$ cat src/rtl/sm83_regfile_mp.sv
// rtl/sm83_regfile_mp.sv - SM83 multi-port register-pair file with IDU and debug snapshot stream (optional SM83_RF_BYPASS_EN read forwarding)
module sm83_regfile_mp #(
  parameter int NUM_PAIRS  = 6,
  parameter int NUM_RPORTS = 2,
  localparam int IDX_W     = (NUM_PAIRS > 1) ? $clog2(NUM_PAIRS) : 1
) (
  input  logic                        clk,
  input  logic                        rst,
  input  logic                        w0_en,
  input  logic [IDX_W-1:0]            w0_idx,
  input  logic                        w0_hi,
  input  logic [7:0]                  w0_data,
  input  logic                        w1_en,
  input  logic [IDX_W-1:0]            w1_idx,
  input  logic [15:0]                 w1_data,
  input  logic                        idu_req,
  input  logic [IDX_W-1:0]            idu_idx,
  input  logic                        idu_dec,
  output logic [15:0]                 idu_q,
  output logic                        idu_valid,
  input  logic [NUM_RPORTS*IDX_W-1:0] rd_idx,
  output logic [NUM_RPORTS*16-1:0]    rd_data,
  input  logic                        dbg_start,
  output logic                        dbg_busy,
  output logic                        dbg_valid,
  input  logic                        dbg_ready,
  output logic [IDX_W-1:0]            dbg_idx,
  output logic [15:0]                 dbg_data,
  output logic                        dbg_last
);

  localparam logic [IDX_W-1:0] LAST_IDX = IDX_W'(NUM_PAIRS - 1);

  typedef enum logic {S_IDLE, S_STREAM} state_t;

  logic [15:0]      pairs [NUM_PAIRS];
  logic [15:0]      nxt   [NUM_PAIRS];
  logic [15:0]      snap  [NUM_PAIRS];
  logic [15:0]      idu_cur;
  logic [15:0]      idu_res;
  logic             idu_in_range;
  state_t           state, state_nxt;
  logic [IDX_W-1:0] idx_nxt;
  logic             snap_load;

  // IDU operand select and 16-bit modulo inc/dec; out-of-range target yields 0
  always_comb begin
    idu_cur      = '0;
    idu_in_range = 1'b0;
    for (int i = 0; i < NUM_PAIRS; i++) begin
      if (idu_idx == IDX_W'(i)) begin
        idu_cur      = pairs[i];
        idu_in_range = 1'b1;
      end
    end
    idu_res = idu_in_range ? (idu_dec ? idu_cur - 16'd1 : idu_cur + 16'd1) : 16'h0000;
  end

  // Post-edge value per pair; later assignments win, giving W0 > W1 > IDU per byte
  always_comb begin
    for (int i = 0; i < NUM_PAIRS; i++) begin
      nxt[i] = pairs[i];
      if (idu_req && idu_idx == IDX_W'(i)) nxt[i] = idu_res;
      if (w1_en && w1_idx == IDX_W'(i)) nxt[i] = w1_data;
      if (w0_en && w0_idx == IDX_W'(i)) begin
        if (w0_hi) nxt[i][15:8] = w0_data;
        else       nxt[i][7:0]  = w0_data;
      end
    end
  end

  // Pair storage
  always_ff @(posedge clk) begin
    if (rst) begin
      for (int i = 0; i < NUM_PAIRS; i++) pairs[i] <= '0;
    end else begin
      for (int i = 0; i < NUM_PAIRS; i++) pairs[i] <= nxt[i];
    end
  end

  // IDU result register; reported even when a higher-priority write overrides the pair
  always_ff @(posedge clk) begin
    if (rst) begin
      idu_q     <= '0;
      idu_valid <= 1'b0;
    end else begin
      idu_valid <= idu_req;
      if (idu_req) idu_q <= idu_res;
    end
  end

  // Independent read ports; unmatched indices read as 0
  always_comb begin
    rd_data = '0;
    for (int p = 0; p < NUM_RPORTS; p++) begin
      for (int i = 0; i < NUM_PAIRS; i++) begin
        if (rd_idx[p*IDX_W +: IDX_W] == IDX_W'(i)) begin
`ifdef SM83_RF_BYPASS_EN
          rd_data[p*16 +: 16] = nxt[i];
`else
          rd_data[p*16 +: 16] = pairs[i];
`endif
        end
      end
    end
  end

  // Dump FSM next-state and handshake outputs
  always_comb begin
    state_nxt = state;
    idx_nxt   = dbg_idx;
    snap_load = 1'b0;
    dbg_busy  = 1'b0;
    dbg_valid = 1'b0;
    dbg_last  = 1'b0;
    case (state)
      S_IDLE: begin
        if (dbg_start) begin
          snap_load = 1'b1;
          idx_nxt   = '0;
          state_nxt = S_STREAM;
        end
      end
      S_STREAM: begin
        dbg_busy  = 1'b1;
        dbg_valid = 1'b1;
        dbg_last  = (dbg_idx == LAST_IDX);
        if (dbg_ready) begin
          if (dbg_idx == LAST_IDX) begin
            state_nxt = S_IDLE;
            idx_nxt   = '0;
          end else begin
            idx_nxt = dbg_idx + IDX_W'(1);
          end
        end
      end
      default: state_nxt = S_IDLE;
    endcase
  end

  // Dump FSM state and beat index registers
  always_ff @(posedge clk) begin
    if (rst) begin
      state   <= S_IDLE;
      dbg_idx <= '0;
    end else begin
      state   <= state_nxt;
      dbg_idx <= idx_nxt;
    end
  end

  // Snapshot captures pre-edge pair values, so start-cycle writes are excluded
  always_ff @(posedge clk) begin
    if (rst) begin
      for (int i = 0; i < NUM_PAIRS; i++) snap[i] <= '0;
    end else if (snap_load) begin
      for (int i = 0; i < NUM_PAIRS; i++) snap[i] <= pairs[i];
    end
  end

  // Beat data mux from the frozen snapshot
  always_comb begin
    dbg_data = '0;
    for (int i = 0; i < NUM_PAIRS; i++) begin
      if (dbg_idx == IDX_W'(i)) dbg_data = snap[i];
    end
  end

endmodule

$ cat config.mk
export PLATFORM = sky130hd
export DESIGN_NAME = sm83_regfile_mp
export DESIGN_NICKNAME = d
export VERILOG_FILES = /design/src/rtl/sm83_regfile_mp.sv
export SDC_FILE = /design/constraint.sdc
export NUM_CORES = 1
export LEC_CHECK = 0
export ABC_AREA = 1
export ABC_CLOCK_PERIOD_IN_PS = 8900
export CORE_MARGIN = 1
export CORE_UTILIZATION = 53
export DETAILED_ROUTE_END_ITERATION = 7
export PLACE_DENSITY = 0.78
export SLEW_MARGIN = 10
export SYNTH_ARGS = -nofsm -noshare
export SYNTH_HDL_FRONTEND = slang
export SYNTH_SLANG_ARGS = --single-unit
$ cat constraint.sdc
create_clock -name clk -period 8.9 [get_ports clk]
set_input_delay 1.78 -clock clk [delete_from_list [all_inputs] [get_ports clk]]
set_output_delay 1.78 -clock clk [all_outputs]
set_load 0.02 [all_outputs]
# Word-level counts from Yosys, hierarchy flattened
# Memory sizes are Yosys's and may differ from the RTL's.
# Cells that the tools add are included.
classes:
  bitwise: 13
  mux: 91
  add_sub_neg: 3
  reduce_logical: 25
  eq_ne: 32
ops:
  columns: ["operator", "count"]
  rows:
  - ["two-way mux 16 bit", 56]
  - ["two-way mux 8 bit", 12]
  - ["equality test 3 x 2 -> 1 bit, second input constant", 12]
  - ["equality test 3 bit, second input constant", 12]
  - ["equality test 3 x 1 -> 1 bit, second input constant", 6]
  - ["logical AND 1 bit", 18]
  - ["logical NOT 3 bit", 6]
  - ["two-way mux 1 bit", 18]
  - ["adder 16 x 1 -> 16 bit, second input constant", 1]
  - ["subtractor 16 x 1 -> 16 bit, second input constant", 1]
  - ["bitwise OR 1 bit", 12]
  - ["two-way mux 3 bit", 3]
  - ["one-hot mux 3 bit (2 select lines)", 1]
  - ["inequality test 2 bit, second input constant", 2]
  - ["adder 3 x 1 -> 3 bit, second input constant", 1]
  - ["one-hot mux 1 bit (2 select lines)", 1]
  - ["AND reduction 2 bit", 1]
  - ["NOT 1 bit", 1]
totals:
  output_inout_bits: 71
  wordCells: 170
  ram_bits: 192
  input_bits: 48
  regBits: 21
  mem_count: 2
memory_table:
  columns: ["memory", "words", "width", "rd", "rd_clocked_by_memory_dff", "wr", "line", "rtl"]
  rows:
  - ["pairs", 6, 16, 6, 0, 6, "36", "logic [15:0] pairs [NUM_PAIRS];"]
  - ["snap", 6, 16, 6, 0, 6, "38", "logic [15:0] snap [NUM_PAIRS];"]

# Depth between registers and ports, before layout
# Gate-level depths: netlist (run 1).
logic_depth:
  depth_word: 15
  ltp_mapped: 24
  depth_no_buf: 23

# Worst setup path after synthesis (run 1)
# No wires, ideal clock.
synth_path:
  kind: "input-to-reg"
  startpoint: "in dbg_start"
  endpoint: "mem snap[0][0], enable pin"
  n_path_buf: 0
  path_stages: 2
  path_slack_ps: -333
  setup_time_ps: 683
  arrival_ps: 8549
  required_time_ps: 8217
  cell_sequence: "inv_1 -> o21ai_0"
synth_lines:
  columns: ["item", "line", "rtl"]
  rows:
  - ["from (decl)", "23", "input logic dbg_start,"]
  - ["to (decl)", "38", null]

# Worst setup path in the final report (run 1)
layout_path:
  startpoint: "in rd_idx[2]"
  endpoint: "out rd_data[8]"
layout_between:
  elab_chain_len: 7
layout_lines:
  columns: ["item", "line", "rtl"]
  rows:
  - ["from (decl)", "21", "input logic [NUM_RPORTS*IDX_W-1:0] rd_idx,"]
  - ["logical NOT 3 bit", "97", "if (rd_idx[p*IDX_W +: IDX_W] == IDX_W'(i)) begin"]
  - ["two-way mux 16 bit (5 in a row)", "97", null]
  - ["two-way mux 16 bit (*)", "97", null]
  - ["to (decl)", "22", "output logic [NUM_RPORTS*16-1:0] rd_data,"]
# Mark *: on every way between the ends. The rest lies on a longest branch, timed or not.

==> impl_metrics.env, run 1 <==
export IMPL_status="completed"
export IMPL_critPathLaunch="rd_idx[2]"
export IMPL_pwr_share_comb_pct=20.9
export IMPL_min_path_type="reg -> reg"
export IMPL_synth_most_common_cell="o21ai_0"
export IMPL_cts_hold_buf=0
export IMPL_maxCapViolations=0
export IMPL_synth_async_sr_flop_share_pct=0
export IMPL_max_freq_mhz=160
export IMPL_worstPathCellList="clkdlybuf4s50_1 > inv_1 > nand3_1 > o22ai_1 > a221oi_1 > o221ai_1 > clkdlybuf4s50_1"
export IMPL_internal_power_mw=1.81
export IMPL_synth_area_leaders="edfxtp_1, dfxtp_1, o21ai_0"
export IMPL_crit_buf_inv=3
export IMPL_synth_edf_count=96
export IMPL_die_w_um=157
export IMPL_ant_nets=0
export IMPL_core_rowCount=56
export IMPL_cts_root_buf="clkbuf_16"
export IMPL_syn_area_per_cell_um2=7.43
export IMPL_cts_resized=0
export IMPL_grt_pass1_wl_mm=83.2
export IMPL_max_stage_delay_ps=580
export IMPL_timing_final_ws_setup_ps=2660
export IMPL_areaGrowthSynthToFinish_pct=16.6
export IMPL_place_inst=2053
export IMPL_relSlewSlack_pct=27.8
export IMPL_worstSetupPathType="in -> out"
export IMPL_p_per_area_nw_per_um2=181
export IMPL_drv_slew=0
export IMPL_worst_path_max_fanout=16
export IMPL_end_kind="output pin"
export IMPL_fillers=2116
export IMPL_port_buffers=118
export IMPL_sequentialPowerShare_pct=42.3
export IMPL_synth_top_area_share_pct=22.8
export IMPL_via_per_inst=6.74
export IMPL_min_from="idu_q[10]"
export IMPL_skew_ps=13.6
export IMPL_crit_slowest_cell="clkdlybuf4s50_1"
export IMPL_p_sw_mw=0.855
export IMPL_clkSinkCount=213
export IMPL_postCtsSetupRepairBufs=0
export IMPL_sw_frac_of_total_pct=32.0
export IMPL_ys_seq_area_share_pct=41.3
export IMPL_pwr_share_clk_pct=36.8
export IMPL_routed_wl_mm=59.5
export IMPL_grt_setup_unrepaired="false"
export IMPL_hpwl_mm=41.6
export IMPL_synth_seq_cells=213
export IMPL_syn_inst=1704
export IMPL_ys_types=47
export IMPL_start_util_pct=53.9
export IMPL_setup_tns_ps=0
export IMPL_ioPinCount=119
export IMPL_drc=0
export IMPL_synth_nets=1771
export IMPL_cts_made_buffers=23
export IMPL_drtIter0Drc=2111
export IMPL_ys_flop_type="dfxtp_1"
export IMPL_grtUsageTotal_pct=47.9
export IMPL_syn_area_um2=12700
export IMPL_drt_pass1_iter_count=8
export IMPL_antenna_found_initial=2
export IMPL_drive_gt1_share_pct=5.69
export IMPL_grt_pass1_vias=12200
export IMPL_rr_startpoint="pairs[1][1]"
export IMPL_die_h_um=157
export IMPL_cpLargestDelayFamily="buffers and inverters"
export IMPL_finalCritPeriodShare_pct=70.1
export IMPL_hold_viol=0
export IMPL_crit_arrival_ps=4460
export IMPL_grt_max_degree=97
export IMPL_clk_latency_ps=530
export IMPL_setup_viol=0
export IMPL_place_ws_ps=2780
export IMPL_nets=1826
export IMPL_synth_warnings=0
export IMPL_cp_required_ps=7120
export IMPL_gp_routability_congestion=1.14
export IMPL_clock_path_buffers=3
export IMPL_wl_per_cell_um=28.4
export IMPL_clkTransAtPathRegs_ps=60
export IMPL_period_minus_slack_ps=6240
export IMPL_h_tree_depth=1
export IMPL_leakage_nw=5.22
export IMPL_finalNonFillerCells=2097
export IMPL_synth_top_area_cell="edfxtp_1"
export IMPL_startpoint_type="input port"
export IMPL_vias=14100
export IMPL_cp_common_cell="clkdlybuf4s50_1"
export IMPL_tightest_slew_ps=1080
export IMPL_peakVddDrop_mv=0.171
export IMPL_fp_coreArea_um2=23500
export IMPL_die_area_um2=24500
export IMPL_grt_overflow_total=0
export IMPL_synth_common_cells="o21ai_0, a21oi_1, nand2_1, nor2_1, inv_1"
export IMPL_cts_tree="yes"
==> cell families after synthesis <==
family	count (synthesis)	share of synthesized area [%]
AO/OA/AOI/OAI	698	31.8
AND/OR/NAND/NOR	472	15.8
buffers and inverters	299	8.96
flip-flops	213	41.3
adder cells (fa/ha/maj)	19	1.94
XOR/XNOR	3	0.208
==> state kept, by name (all words and copies together) (netlist names) <==
name and count:
dbg_idx 3, idu_q 16, idu_valid 1, pairs 96, snap 96, state 1
==> final timing paths <==
path / endpoint / slack [ps] / cells after the start
worst max-delay path: rd_data[8] / 2660 / 7
worst max register to register: pairs[0][10] / 5120 / 19
worst min register to register: idu_q[10] / 470 / 2
worst min-delay path: idu_q[10] / 470 / 2
==> through the flow <==
stage | area (um^2) | hold slack [ps] | total power, mW | utilization (%)
after global placement | 14000 | 454 | 1.67 | 59.6
after detailed placement | 14000 | 464 | 1.67 | 59.6
after global routing | 14800 | 496 | 2.71 | 62.9
final | 14800 | 470 | 2.67 | 62.9
after floorplan | 12700 | 538 | 1.43 | -
after CTS | 14800 | 473 | 2.62 | 62.9
==> power groups by stage <==
stage	sequential, mW	combinational, mW	clock (mW)
2_1_floorplan	1.14	0.287	0
3_3_place_gp	1.14	0.524	0
3_5_place_dp	1.14	0.528	0
4_1_cts	1.12	0.530	0.969
5_1_grt	1.13	0.579	1.00
6_report	1.13	0.559	0.980
==> area by class of cell <==
class                   count  area (um^2)  share of cell area [%]
multi-input cells        1192         6330                    42.9
flip-flops and latches    213         5230                    35.4
repair buffers            137         1320                    8.97
clock buffers              38          733                    4.97
inverters                 192          721                    4.88
well taps                 319          399                    2.70
clock inverters             4         30.0                   0.203
diodes                      2         5.00                  0.0339
==> cell usage in the layout, fill, tap and decap left out, types with 8 or more instances in the layout <==
master and n:
o211ai_1 13, o221ai_1 35, a221oi_1 23, nor3_1 24, nand2_1 200, buf_4 19, a31oi_1 53, a32o_1 16
inv_1 180, o21ai_1 18, clkbuf_16 24, nor2_1 194, o22ai_1 55, o21ai_0 254, ha_1 18, a21oi_1 208
clkdlybuf4s50_1 118, clkbuf_8 8, edfxtp_1 96, inv_2 9, nand3_1 18, dfxtp_1 117, nand2_2 10
==> metal layers <==
metal	part of all wire [%]	track usage (%)	vias up
li1	-	-	6144
met2	41	69.4	1187
met4	10	37.9	2
met3	14	11.8	304
met1	35	60.8	6506
met5	0.015	0	-
==> worst reg2reg max path, stage by stage (launching register included) <==
cell and delay, ps:
dfxtp_1 300, inv_1 430, o22ai_1 180, a21oi_1 130, o21ai_0 90, a21oi_1 120, o21ai_0 150, fa_1 450
nand3_1 100, nand2_1 90, nand3_1 80, nand2_1 90, a21boi_0 320, o21ai_0 230, xor2_1 410, nor2_1 160
nand2_1 130, nand2_1 70, nand3_1 70, a21oi_1 60
Note: power is estimated with default switching activity, not from simulation.
==> run 2: changes to the inputs <==
--- a/config.mk
+++ b/config.mk
@@ -6,7 +6,7 @@
 export NUM_CORES = 1
 export LEC_CHECK = 0
 export ABC_AREA = 1
-export ABC_CLOCK_PERIOD_IN_PS = 8900
+export ABC_CLOCK_PERIOD_IN_PS = 5250
 export CORE_MARGIN = 1
 export CORE_UTILIZATION = 53
 export DETAILED_ROUTE_END_ITERATION = 7
==> constraint.sdc (replaced) <==
create_clock -name clk -period 5.25 [get_ports clk]
set_input_delay 1.05 -clock clk [delete_from_list [all_inputs] [get_ports clk]]
set_output_delay 1.05 -clock clk [all_outputs]
set_load 0.02 [all_outputs]
==> run 2 against run 1 <==
Net effect:
- combinational power rose by 68%
- sequential power increased by 69%
- clock power increased by 77%
- via count fell by 0.95%
- register-to-register slack got worse by 3300 ps
- worst setup slack got worse by 2200 ps
==> impl_metrics.env, run 2 (synthesis gave the netlist of run 1 again) <==
export IMPL_status="completed"
export IMPL_die_h_um=157
export IMPL_critPathLaunch="rd_idx[2]"
export IMPL_drv_slew=0
export IMPL_tightest_slew_ps=1020
export IMPL_postCtsSetupRepairBufs=0
export IMPL_via_per_inst=6.62
export IMPL_worstPathCellList="clkdlybuf4s50_1 > inv_1 > nand3_1 > o22ai_1 > a221oi_1 > o221ai_1 > clkdlybuf4s50_1"
export IMPL_cts_root_buf="clkbuf_16"
export IMPL_grtUsageTotal_pct=46.7
export IMPL_peakVddDrop_mv=0.294
export IMPL_relSlewSlack_pct=31.5
export IMPL_cts_resized=0
export IMPL_worst_path_max_fanout=7
export IMPL_end_kind="output pin"
export IMPL_drt_pass1_iter_count=6
export IMPL_hpwl_mm=42.0
export IMPL_antenna_cells=0
export IMPL_cts_hold_buf=0
export IMPL_setup_viol=0
export IMPL_finalPower_mw=4.57
export IMPL_p_per_area_nw_per_um2=306
export IMPL_ioPinCount=119
export IMPL_hold_viol=0
export IMPL_grt_setup_unrepaired="false"
export IMPL_leakage_nw=5.34
export IMPL_crit_slowest_cell="a221oi_1"
export IMPL_drive_gt1_share_pct=6.96
export IMPL_min_path_type="reg -> reg"
export IMPL_skew_ps=30.6
export IMPL_clock_path_buffers=3
export IMPL_cp_common_cell="clkdlybuf4s50_1"
export IMPL_fp_coreArea_um2=23500
export IMPL_timing_final_ws_setup_ps=474
export IMPL_post_route_util_pct=63.8
export IMPL_vias=14000
export IMPL_cp_required_ps=4200
export IMPL_wl_per_cell_um=27.3
export IMPL_cts_made_buffers=25
export IMPL_crit_arrival_ps=3730
export IMPL_grt_max_degree=89
export IMPL_start_util_pct=53.9
export IMPL_core_rowCount=56
export IMPL_antenna_found_initial=1
export IMPL_reg_top3="pairs (96), snap (96), idu_q (16)"
export IMPL_startpoint_type="input port"
export IMPL_drtIter0Drc=2316
export IMPL_mostFrequentLayoutCell="o21ai_0"
export IMPL_areaGrowthSynthToFinish_pct=18.2
export IMPL_finalNonFillerCells=2116
export IMPL_rr_startpoint="pairs[1][2]"
export IMPL_finalCritPeriodShare_pct=91.0
export IMPL_h_tree_depth=1
export IMPL_ant_nets=0
export IMPL_clk_latency_ps=540
export IMPL_max_freq_mhz=209
export IMPL_gp_routability_congestion=1.11
export IMPL_port_buffers=118
export IMPL_grt_pass1_wl_mm=82.1
export IMPL_setup_tns_ps=0
export IMPL_grt_overflow_total=0
export IMPL_place_ws_ps=145
export IMPL_cts_tree="yes"
export IMPL_fillers=2067
export IMPL_place_inst=2074
export IMPL_routed_wl_mm=57.7
export IMPL_nets=1849
export IMPL_final_cell_mix="o21ai_0, a21oi_1, nand2_1"
export IMPL_die_w_um=157
export IMPL_worstSetupPathType="in -> out"
export IMPL_max_stage_delay_ps=670
export IMPL_grt_pass1_vias=12400
export IMPL_maxCapViolations=0
export IMPL_drc=0
export IMPL_die_area_um2=24500
export IMPL_clkSinkCount=213
export IMPL_min_from="idu_q[3]"
export IMPL_clkTransAtPathRegs_ps=60
export IMPL_period_minus_slack_ps=4780
run 2: layout make-up:
class	instances	area, um^2	area share (%)
Tap cell	319	399	2.67
Multi-Input combinational cell	1192	6330	42.3
Clock buffer	36	747	4.99
Timing Repair Buffer	158	1480	9.90
Inverter	192	721	4.82
Clock inverter	6	66.3	0.443
Sequential cell	213	5230	34.9
run 2: power by group:
part           total [mW]  internal (mW)  leakage (nW)  switching, mW
registers            1.91           1.84          2.00         0.0677
logic               0.940          0.290          2.94          0.650
clock network        1.73           1.03         0.404          0.696
total                4.57           3.16          5.34           1.41
run 2: final timing paths:
| check | endpoint | slack [ps] | cells after the start |
|---|---|---|---|
| max | rd_data[2] | 470 | 7 |
| min | idu_q[3] | 470 | 2 |
| max reg2reg | pairs[0][12] | 1800 | 20 |
| min reg2reg | idu_q[3] | 470 | 2 |
run 2: per-layer routing:
| metal | global-route usage (%) | wire, um | part of all wire [%] | vias to the layer above |
|---|---|---|---|---|
| met3 | 12.6 | 7250 | 13 | 256 |
| met5 | 0 | 0 | 0 | - |
| met4 | 32.6 | 4770 | 8.3 | 0 |
| li1 | - | - | - | 6189 |
| met2 | 70.2 | 24500 | 42 | 1068 |
| met1 | 58.3 | 21200 | 37 | 6496 |
run 2: worst max-delay path: cells and delay by family:
family / cells / cell delay [ps]
AO/OA/AOI/OAI: 3 / 1050
buffers and inverters: 3 / 1230
AND/OR/NAND/NOR: 1 / 380
run 2: through the flow:
stage | cell area, um^2 | hold WS [ps]
after floorplan | 12700 | 538
after global placement | 14200 | 454
after detailed placement | 14200 | 458
after CTS | 15000 | 466
after global routing | 15000 | 481
final | 15000 | 470
